`src/rtl/branch_pkg.sv`:
```
// Shared opcode constants and 2-bit counter helpers for the branch
// resolve/predict slice.
package branch_pkg;

   localparam logic [5:0] OP_REGIMM = 6'h01;
   localparam logic [5:0] OP_BEQ    = 6'h04;
   localparam logic [5:0] OP_BNE    = 6'h05;
   localparam logic [5:0] OP_BLEZ   = 6'h06;
   localparam logic [5:0] OP_BGTZ   = 6'h07;

   localparam logic [4:0] RT_BLTZ = 5'd0;
   localparam logic [4:0] RT_BGEZ = 5'd1;

   typedef logic [1:0] ctr_t;

   localparam ctr_t CTR_SNT = 2'd0;
   localparam ctr_t CTR_WNT = 2'd1;
   localparam ctr_t CTR_WT  = 2'd2;
   localparam ctr_t CTR_ST  = 2'd3;

   // Saturating step toward the observed direction.
   function automatic ctr_t ctr_next(input ctr_t cur, input logic taken);
      ctr_t nxt;
      nxt = cur;
      if (taken && cur != CTR_ST) nxt = cur + 2'd1;
      else if (!taken && cur != CTR_SNT) nxt = cur - 2'd1;
      return nxt;
   endfunction

endpackage

```
`src/rtl/branch_cond.sv`:
```
// Combinational branch decode and signed condition evaluation.
module branch_cond
   import branch_pkg::*;
#(
   parameter int unsigned DATA_W = 32
) (
   input  logic [5:0]        opcode,
   input  logic [4:0]        rt,
   input  logic [DATA_W-1:0] arg1,
   input  logic [DATA_W-1:0] arg2,
   output logic              is_br,
   output logic              taken
);

   logic eq, lt, gt;

   assign eq = (arg1 == arg2);
   assign lt = ($signed(arg1) < $signed(arg2));
   assign gt = ($signed(arg1) > $signed(arg2));

   always_comb begin
      is_br = 1'b0;
      taken = 1'b0;
      case (opcode)
         OP_BEQ:  begin is_br = 1'b1; taken = eq;  end
         OP_BNE:  begin is_br = 1'b1; taken = !eq; end
         OP_BLEZ: begin is_br = 1'b1; taken = !gt; end
         OP_BGTZ: begin is_br = 1'b1; taken = gt;  end
         OP_REGIMM: begin
            if (rt == RT_BLTZ) begin
               is_br = 1'b1;
               taken = lt;
            end else if (rt == RT_BGEZ) begin
               is_br = 1'b1;
               taken = !lt;
            end
         end
         default: ;
      endcase
   end

endmodule

```
`src/rtl/branch_resolve_predict.sv`:
```
// EX-stage branch resolution with a bimodal 2-bit direction table read by ID.
// Optional BRANCH_STATS_EN adds branch / mispredict event counters.
module branch_resolve_predict
   import branch_pkg::*;
#(
   parameter int unsigned DATA_W    = 32,
   parameter int unsigned PC_W      = 32,
   parameter int unsigned BHT_DEPTH = 64
) (
   input  logic              clk,
   input  logic              reset,
   input  logic [PC_W-1:0]   id_pc,
   output logic              id_pred_taken,
   input  logic              ex_valid,
   input  logic              ex_flush,
   input  logic [PC_W-1:0]   ex_pc,
   input  logic [5:0]        ex_opcode,
   input  logic [4:0]        ex_rt,
   input  logic [DATA_W-1:0] ex_arg1,
   input  logic [DATA_W-1:0] ex_arg2,
   input  logic              ex_pred_taken,
   output logic              res_valid,
   output logic              res_taken,
   output logic              mispredict
`ifdef BRANCH_STATS_EN
   ,
   output logic [31:0]       stat_branches,
   output logic [31:0]       stat_mispredicts
`endif
);

   localparam int unsigned IDX_W = $clog2(BHT_DEPTH);

   ctr_t             bht_q [BHT_DEPTH];
   logic [IDX_W-1:0] id_idx, ex_idx;
   logic             br_is, br_taken, resolve;
   logic             res_valid_q, res_taken_q, mispredict_q;

   assign id_idx = id_pc[IDX_W+1:2];
   assign ex_idx = ex_pc[IDX_W+1:2];

   // Word-offset and upper PC bits do not take part in indexing.
   logic unused_pc;
   assign unused_pc = ^{id_pc[PC_W-1:IDX_W+2], id_pc[1:0], ex_pc[PC_W-1:IDX_W+2], ex_pc[1:0]};

   branch_cond #(
      .DATA_W (DATA_W)
   ) u_cond (
      .opcode (ex_opcode),
      .rt     (ex_rt),
      .arg1   (ex_arg1),
      .arg2   (ex_arg2),
      .is_br  (br_is),
      .taken  (br_taken)
   );

   assign resolve       = ex_valid & ~ex_flush & br_is;
   assign id_pred_taken = bht_q[id_idx][1];

   always_ff @(posedge clk) begin
      if (reset) begin
         for (int i = 0; i < BHT_DEPTH; i++) bht_q[i] <= CTR_WNT;
         res_valid_q  <= 1'b0;
         res_taken_q  <= 1'b0;
         mispredict_q <= 1'b0;
      end else begin
         res_valid_q  <= resolve;
         res_taken_q  <= resolve & br_taken;
         mispredict_q <= resolve & (br_taken != ex_pred_taken);
         if (resolve) bht_q[ex_idx] <= ctr_next(bht_q[ex_idx], br_taken);
      end
   end

   assign res_valid  = res_valid_q;
   assign res_taken  = res_taken_q;
   assign mispredict = mispredict_q;

`ifdef BRANCH_STATS_EN
   logic [31:0] stat_br_q, stat_mp_q;

   always_ff @(posedge clk) begin
      if (reset) begin
         stat_br_q <= '0;
         stat_mp_q <= '0;
      end else begin
         stat_br_q <= stat_br_q + {31'd0, res_valid_q};
         stat_mp_q <= stat_mp_q + {31'd0, mispredict_q};
      end
   end

   assign stat_branches    = stat_br_q;
   assign stat_mispredicts = stat_mp_q;
`endif

endmodule
```
`config.mk`:
```
export PLATFORM = sky130hd
export DESIGN_NAME = branch_resolve_predict
export DESIGN_NICKNAME = d
export VERILOG_FILES = /design/src/rtl/branch_pkg.sv /design/src/rtl/branch_cond.sv /design/src/rtl/branch_resolve_predict.sv
export SDC_FILE = /design/constraint.sdc
export NUM_CORES = 1
export LEC_CHECK = 0
export ABC_AREA = 1
export BUFFER_PORTS_ARGS = -buffer_cell sky130_fd_sc_hd__buf_2
export CAP_MARGIN = 30
export CORE_MARGIN = 3
export CORE_UTILIZATION = 57
export DETAILED_ROUTE_END_ITERATION = 10
export PLACE_DENSITY = 0.78
export REMOVE_ABC_BUFFERS = 1
export SYNTH_ARGS = -nofsm -noshare
export SYNTH_HDL_FRONTEND = slang
export SYNTH_SLANG_ARGS = --single-unit
export TNS_END_PERCENT = 100
```
`constraint.sdc`:
```
create_clock -name clk -period 4.3 [get_ports clk]
set_input_delay 1.29 -clock clk [delete_from_list [all_inputs] [get_ports clk]]
set_output_delay 1.29 -clock clk [all_outputs]
set_load 0.1 [all_outputs]
```
==> out/results.ini, run 1 <==
[worst_setup_path]
cp_cell_instances=buf_2 -> clkinv_1 -> buf_12 -> nor2_1 -> o22ai_1 -> o21ai_0 -> o22ai_1 -> o21ai_0 -> o21ai_0 -> buf_4 -> buf_12
reg2reg_from=bht_q[51][0]
worst_path_most_repeated_cell=sky130_fd_sc_hd__o21ai_0
crit_path_largest_cell_delay_ps=250
worstSetupPathType=in2out
endpoint_kind=output pin
worstSetupStartpointType=input port
setup.worst_path.start=id_pc[2]
arrival_ps=2960
timing.critical_path.max_delay_family=compound AO/OA/AOI/OAI gates
slowest_stage_cell_on_the_critical_path=sky130_fd_sc_hd__o22ai_1
critPathRequiredTime_ps=3010
path_max_fanout=28
cp_num_buf_inv=5

[layout]
areaGrowthSynthToFinish_pct=17.3
antenna_cells=0
post_route_cells_drive_above_1_share=0.208
count_of_fill_cells_added_during_filler_insertion=1134
fin_cells=1316
nNetsFinal=1297

[yosys]
asyncSetResetFlopFracSynth=0
syn_inst=1022
post_synth_instance_area_mm2=0.00850
ys_dominant_reg_cell=sky130_fd_sc_hd__edfxtp_1
fraction_of_synthesized_area_in_multiplexers=0
syn_area_per_cell_um2=8.32
synth_compound_gate_area_share=0.164
synth_seq_area_share=0.459
synth_fa_ha_area_frac=0.0500
synth_enable_flop_cells=128
synth_top_family_by_area=simple AND/OR/NAND/NOR gates
synthDistinctLibCells=43
post_synth_and_or_nand_nor_area_fraction=0.218
synthesis_stage_register_bit_count=131
yosys_warnings=0
post_synthesis_share_of_cell_area_spent_on_xor_and_xnor_gates=0.00103

[global_routing]
grt_antenna_before_repair=0
first_global_vias=7324
largest_net_degree_at_the_start_of_global_routing=65
grt_overflow_total=0
global_route.usage.total=0.304
grt_first_pass_wirelength_um=37900

[worst_hold_path]
worstHoldStart=ex_pred_taken
hold_class=in2reg

[timing]
timing.hold.ws_ps=1120
fin_crit_sh=0.988
timing.clock.skew_ps=7.01
highest_attainable_clock_frequency_ghz=0.236
final_report_setup_violation_count=0
timing_hold_violations_final=0
setup_tns_ps=0
slew_headroom=0.476
finalCriticalPeriod_ps=4250
rsz_0062_raised_after_global_routing=no
timing_max_transition_violations_final=0
slew_of_the_pin_with_the_lowest_slew_margin_ps=786

[clock_tree]
clkLatencyLatePin_ps=430
tritoncts.num_buffers=17
ctsRootBufferMaster=sky130_fd_sc_hd__clkbuf_16
cts_tree=yes
cts.sink_count=131
cts.reportedPaths.clkPinSlew_ps=50
hold_buffers=0
htreeDepth=4
max-clock-path-buffers=2

[route]
drt-wirelength-per-cell_um=18.5
drcViolationCount=0
dr.first_iter.drc_count=959
detailedRoute.firstPassIterationCount=6
drtAntennaViolNets=0
vias_per_cell=5.90
finalWirelength_um=24300
num_vias=7761

[floorplan]
placementRows=44
initial_utilization=0.583
die-height_um=128
dieArea_mm2=0.0164
design.core.area_mm2=0.0146
io-pin-count=148
die_width_um=128

[status]
result_of_the_run=finished, final reports clean

[flow_run]
cap_viol_max_count=0

[pwr]
power_density_mw_per_mm2=362
vdd_drop_max_v=0.000301
totalPowerFinal_mw=3.61
static-leakage-power_nw=3.96

[placement]
placed_cells=1284
finalWeightedCongestion=0.915
port_buffers=95
dpl.hpwl_um=16600

## report_power, final
| group | switching (mW) | internal, mW | leakage, nW |
|---|---|---|---|
| Clock | 0.532 | 0.937 | 0.294 |
| Combinational | 0.461 | 0.225 | 2.44 |
| Sequential | 0.0192 | 1.43 | 1.23 |
| Total | 1.01 | 2.60 | 3.96 |
## tightest hold or removal path: stages
cell	delay, ps
sky130_fd_sc_hd__buf_2	90
sky130_fd_sc_hd__xnor2_1	60
sky130_fd_sc_hd__nor2_1	70
## cell usage in the layout (no fill, tap or decap), types with 3 or more instances in the layout
cell type and n:
sky130_fd_sc_hd__a21oi_1 30, sky130_fd_sc_hd__a21oi_2 54, sky130_fd_sc_hd__a221oi_1 9, sky130_fd_sc_hd__a22o_1 6, sky130_fd_sc_hd__a22oi_1 15, sky130_fd_sc_hd__buf_12 14, sky130_fd_sc_hd__buf_2 94, sky130_fd_sc_hd__buf_4 21
sky130_fd_sc_hd__bufinv_16 3, sky130_fd_sc_hd__clkbuf_1 3, sky130_fd_sc_hd__clkbuf_16 17, sky130_fd_sc_hd__clkinv_2 5, sky130_fd_sc_hd__dfxtp_1 3, sky130_fd_sc_hd__edfxtp_1 128, sky130_fd_sc_hd__ha_1 34, sky130_fd_sc_hd__inv_1 162
sky130_fd_sc_hd__inv_2 9, sky130_fd_sc_hd__nand2_1 184, sky130_fd_sc_hd__nand3_1 78, sky130_fd_sc_hd__nand3_2 3, sky130_fd_sc_hd__nand4_1 12, sky130_fd_sc_hd__nor2_1 127, sky130_fd_sc_hd__nor3_1 13, sky130_fd_sc_hd__nor3_2 4
sky130_fd_sc_hd__nor4_1 3, sky130_fd_sc_hd__o2111ai_1 5, sky130_fd_sc_hd__o21ai_0 52, sky130_fd_sc_hd__o21ai_1 3, sky130_fd_sc_hd__o22ai_1 14
## path summary, 6_finish.rpt
| path | end | slack [ps] | depth (start not counted) |
|---|---|---|---|
| min | mispredict | 1120 | 3 |
| min reg2reg | bht_q[8][0] | 1300 | 9 |
| max reg2reg | bht_q[53][1] | 1500 | 15 |
| max | id_pred_taken | 50 | 11 |
## cell type report
class | count | area, µm² | share of cell area
repair buffers | 129 | 908 | 0.0910
clock inverters | 10 | 131 | 0.0132
inverters | 172 | 646 | 0.0647
well taps | 184 | 230 | 0.0231
clock buffers | 22 | 464 | 0.0465
flip-flops and latches | 131 | 3900 | 0.391
multi-input cells | 668 | 3700 | 0.370
## logic make-up (layout without fill, tap and decap cells)
group,Yosys count,count (layout)
AND/OR/NAND/NOR,432,432
buffers and inverters,223,333
AO/OA/AOI/OAI,201,201
flip-flops,131,131
adder cells (fa/ha/maj),34,34
XOR/XNOR,1,1
## repair_timing
action / CTS / global route
resized for setup: 0 / 2
setup buffers: 0 / 0
setup endpoints to repair: 0 / 1
## state kept, by name (all words and copies together), names as in the netlist
name        flops
bht_q         128
mispredict      1
res_taken       1
res_valid       1
## Yosys cell counts (all sizes together) (2+ instances only)
library cell	n	share of area
o2bb2ai	2	0.0021
ha	34	0.050
edfxtp	128	0.45
inv	171	0.075
a22oi	15	0.013
a22o	6	0.0062
nand4	12	0.0088
buf	34	0.024
dfxtp	3	0.0071
nand3	83	0.052
o21ai	55	0.032
a21oi	84	0.073
clkbuf	17	0.0075
nor2	128	0.057
a221oi	11	0.013
nand2	186	0.083
o21a	2	0.0018
o22ai	14	0.010
nor4	3	0.0022
o2111ai	5	0.0051
nor3	18	0.014
## per-stage QoR
step	instance area (µm²)	worst slack, ps	utilization
after floorplan	8230	-1270	-
after global placement	9380	98.0	0.643
after detailed placement	9380	86.0	0.643
after CTS	9980	85.0	0.684
after global routing	9980	15.4	0.684
final	9980	53.7	0.684
## routing by layer
metal | GRT usage | part of all wire | up-vias
li1 | - | - | 3644
met1 | 0.392 | 0.37 | 3520
met2 | 0.504 | 0.47 | 527
met3 | 0.0704 | 0.13 | 70
met4 | 0.112 | 0.027 | 0
met5 | 0 | 0 | -
Note: power is estimated with default switching activity, not from simulation.
==> run 2: changes to the inputs <==
Settings changed: CORE_UTILIZATION 57 to 40, PLACE_DENSITY 0.78 to 0.57, REMOVE_ABC_BUFFERS 1 to default.
==> run 2 against run 1 <==
  * Via count shrank 1.8%
  * Combinational power grew 7.4%
  * Non-clock buffer count grew 7
  * Design area grew 1.7%
  * Sequential cell count is the same
  * Die area grew 40%
  * Sequential power is essentially flat
  * Critical path type unchanged
  * Critical endpoint unchanged
  * Largest power group is now registers
==> out/results.ini, run 2 (synthesis gave the netlist of run 1 again) <==
[status]
result_of_the_run=finished, final reports clean

[placement]
finalWeightedCongestion=0.950  ; +3.8%
dpl.hpwl_um=17800  ; +7.3%
port_buffers=95  ; unchanged
placed_cells=1377  ; +7.2%
place_area_mm2=0.00956  ; +1.8%

[layout]
final_common_cell=sky130_fd_sc_hd__nand2_1
postLayoutCellArea_mm2=0.0102  ; +1.7%
count_of_fill_cells_added_during_filler_insertion=2017  ; +78%
layout_common_cells=184 x sky130_fd_sc_hd__nand2_1, 162 x sky130_fd_sc_hd__inv_1, 128 x sky130_fd_sc_hd__edfxtp_1
areaGrowthSynthToFinish_pct=19.4
top_register=bht_q
post_route_cells_drive_above_1_share=0.213  ; +0.00486
nNetsFinal=1304  ; +0.54%
fin_cells=1409  ; +7.1%
antenna_cells=0  ; unchanged
largest_register_ffs=128  ; unchanged

[pwr]
combPwrFrac=0.203  ; +0.013
p_switching_mw=1.03  ; +2.1%
p_clk_frac=0.398  ; -0.009
power_density_mw_per_mm2=358  ; -0.95%
switching_share=0.284  ; +0.00360
static-leakage-power_nw=3.98  ; +0.47%
seq_power_share=0.400  ; -0.003
vdd_drop_max_v=0.000272  ; -9.6%
intPower_mw=2.60  ; +0.26%
totalPowerFinal_mw=3.64  ; +0.76%

[clock_tree]
cts.sink_count=131  ; unchanged
tritoncts.num_buffers=17  ; unchanged
max-clock-path-buffers=2  ; unchanged
hold_buffers=0  ; unchanged
clkLatencyLatePin_ps=430  ; about the same
cts.reportedPaths.clkPinSlew_ps=60  ; about the same
cts_tree=yes
ctsRootBufferMaster=sky130_fd_sc_hd__clkbuf_16
htreeDepth=4  ; unchanged

[timing]
timing_max_transition_violations_final=0  ; unchanged
timing_hold_violations_final=0  ; unchanged
slew_headroom=0.438  ; -0.0377
finalCriticalPeriod_ps=4180  ; -63.7 ps
slew_of_the_pin_with_the_lowest_slew_margin_ps=843  ; +56.6 ps
final_report_setup_violation_count=0  ; unchanged
setup_tns_ps=0  ; unchanged
fin_crit_sh=0.973  ; -0.0148
rsz_0062_raised_after_global_routing=no
timing.clock.skew_ps=9.20  ; +2.20 ps
timing.hold.ws_ps=1140  ; +22.8 ps
highest_attainable_clock_frequency_ghz=0.239  ; +1.5%

[global_routing]
grt_first_pass_wirelength_um=39400  ; +3.9%
global_route.usage.total=0.218  ; -0.0869
largest_net_degree_at_the_start_of_global_routing=65  ; unchanged
grt_overflow_total=0  ; unchanged
grt_antenna_before_repair=0  ; unchanged
first_global_vias=7123  ; -2.7%

[worst_hold_path]
hold-path-cell-count=3  ; unchanged
hold_class=in2reg
worstHoldEndpoint=mispredict
worstHoldStart=ex_pred_taken

[floorplan]
placementRows=52  ; +18%
initial_utilization=0.414  ; -0.169
die-height_um=152  ; +18%
io-pin-count=148  ; unchanged
die_width_um=152  ; +18%
dieArea_mm2=0.0230  ; +40%
design.core.area_mm2=0.0206  ; +41%

[yosys]
syn_nets=1200

[worst_setup_path]
worstSetupStartpointType=input port
path_max_fanout=13  ; -54%
arrival_ps=2890  ; -70 ps
worstRegToRegCells=13  ; -2
crit-reg2reg-capture=bht_q[53][1]
reg2reg_from=bht_q[51][0]
critPathRequiredTime_ps=3010  ; about the same
worstSetupPathType=in2out
endpoint_kind=output pin
r2r_slack_ps=1480  ; -20 ps

[route]
num_vias=7624  ; -1.8%
finalWirelength_um=25600  ; +5.3%
dr.first_iter.drc_count=672  ; -30%
m1WireLength_um=10800  ; +19%
vias_per_cell=5.41  ; -8.2%
detailedRoute.firstPassIterationCount=5  ; -1
drcViolationCount=0  ; unchanged
route.met3.wl_um=2110  ; -31%
wl_met2_um=12200  ; +5.8%
drt-wirelength-per-cell_um=18.2  ; -1.6%
drtAntennaViolNets=0  ; unchanged
top_signal_layer_used=met4

[flow_run]
cap_viol_max_count=0  ; unchanged

-- run 2: cell count changes in the layout (fill, tap and decap cells not counted), sizes merged --
cell and change:
clkinv -2, buf +6, clkinvlp +3
-- run 2: repair_timing --
| item | CTS | global route |
|---|---|---|
| buffers inserted | 0 | 0 |
| hold endpoints to repair | 0 | 0 |
| pin swaps | 0 | 1 |
| setup endpoints to repair | 1 | 1 |
| gates resized for setup | 1 | 7 |
-- run 2: worst max-delay path by stage --
| stage | start | slack [ps] | endpoint |
|---|---|---|---|
| 2_1_floorplan | id_pc[2] | 20 | id_pred_taken |
| 3_3_place_gp | id_pc[2] | 50 | id_pred_taken |
| 3_5_place_dp | id_pc[2] | 10 | id_pred_taken |
| 4_1_cts | id_pc[3] | 50 | id_pred_taken |
| 5_1_grt | id_pc[2] | 6 | id_pred_taken |
| 6_report | id_pc[2] | 120 | id_pred_taken |
-- run 2: worst max-delay path, cell delays in order --
cell,delay (ps)
sky130_fd_sc_hd__clkbuf_4,170
sky130_fd_sc_hd__inv_4,90
sky130_fd_sc_hd__buf_4,200
sky130_fd_sc_hd__nor2_1,50
sky130_fd_sc_hd__o21ai_0,260
sky130_fd_sc_hd__nor2_1,70
sky130_fd_sc_hd__o22ai_1,190
sky130_fd_sc_hd__o21ai_0,160
sky130_fd_sc_hd__o21ai_4,200
sky130_fd_sc_hd__buf_12,190
-- run 2: area by class of cell --
class	instances	area, µm²	area share
inverters	172	652	0.0642
clock buffers	21	440	0.0434
repair buffers	136	975	0.0960
multi-input cells	668	3710	0.365
clock inverters	11	136	0.0134
well taps	270	338	0.0333
flip-flops and latches	131	3900	0.385
-- run 2: metal layers --
metal / up-vias / global-route usage
li1: 3675 / -
met1: 3612 / 0.294
met2: 296 / 0.353
met3: 41 / 0.0523
met4: 0 / 0.0578
met5: - / 0
-- run 2: stage by stage --
step           setup WS, ps  utilization
2_1_floorplan          24.1            -
3_3_place_gp           45.3        0.465
3_5_place_dp           10.5        0.465
4_1_cts                46.8        0.493
5_1_grt                5.92        0.494
6_report                117        0.494
-- run 2: power by group through the flow --
| stage | combinational (mW) | sequential, mW | clock (mW) |
|---|---|---|---|
| after floorplan | 0.443 | 1.47 | 0 |
| after global placement | 0.729 | 1.48 | 0 |
| after detailed placement | 0.733 | 1.48 | 0 |
| after CTS | 0.736 | 1.45 | 1.45 |
| after global routing | 0.799 | 1.46 | 1.50 |
| final | 0.737 | 1.45 | 1.45 |
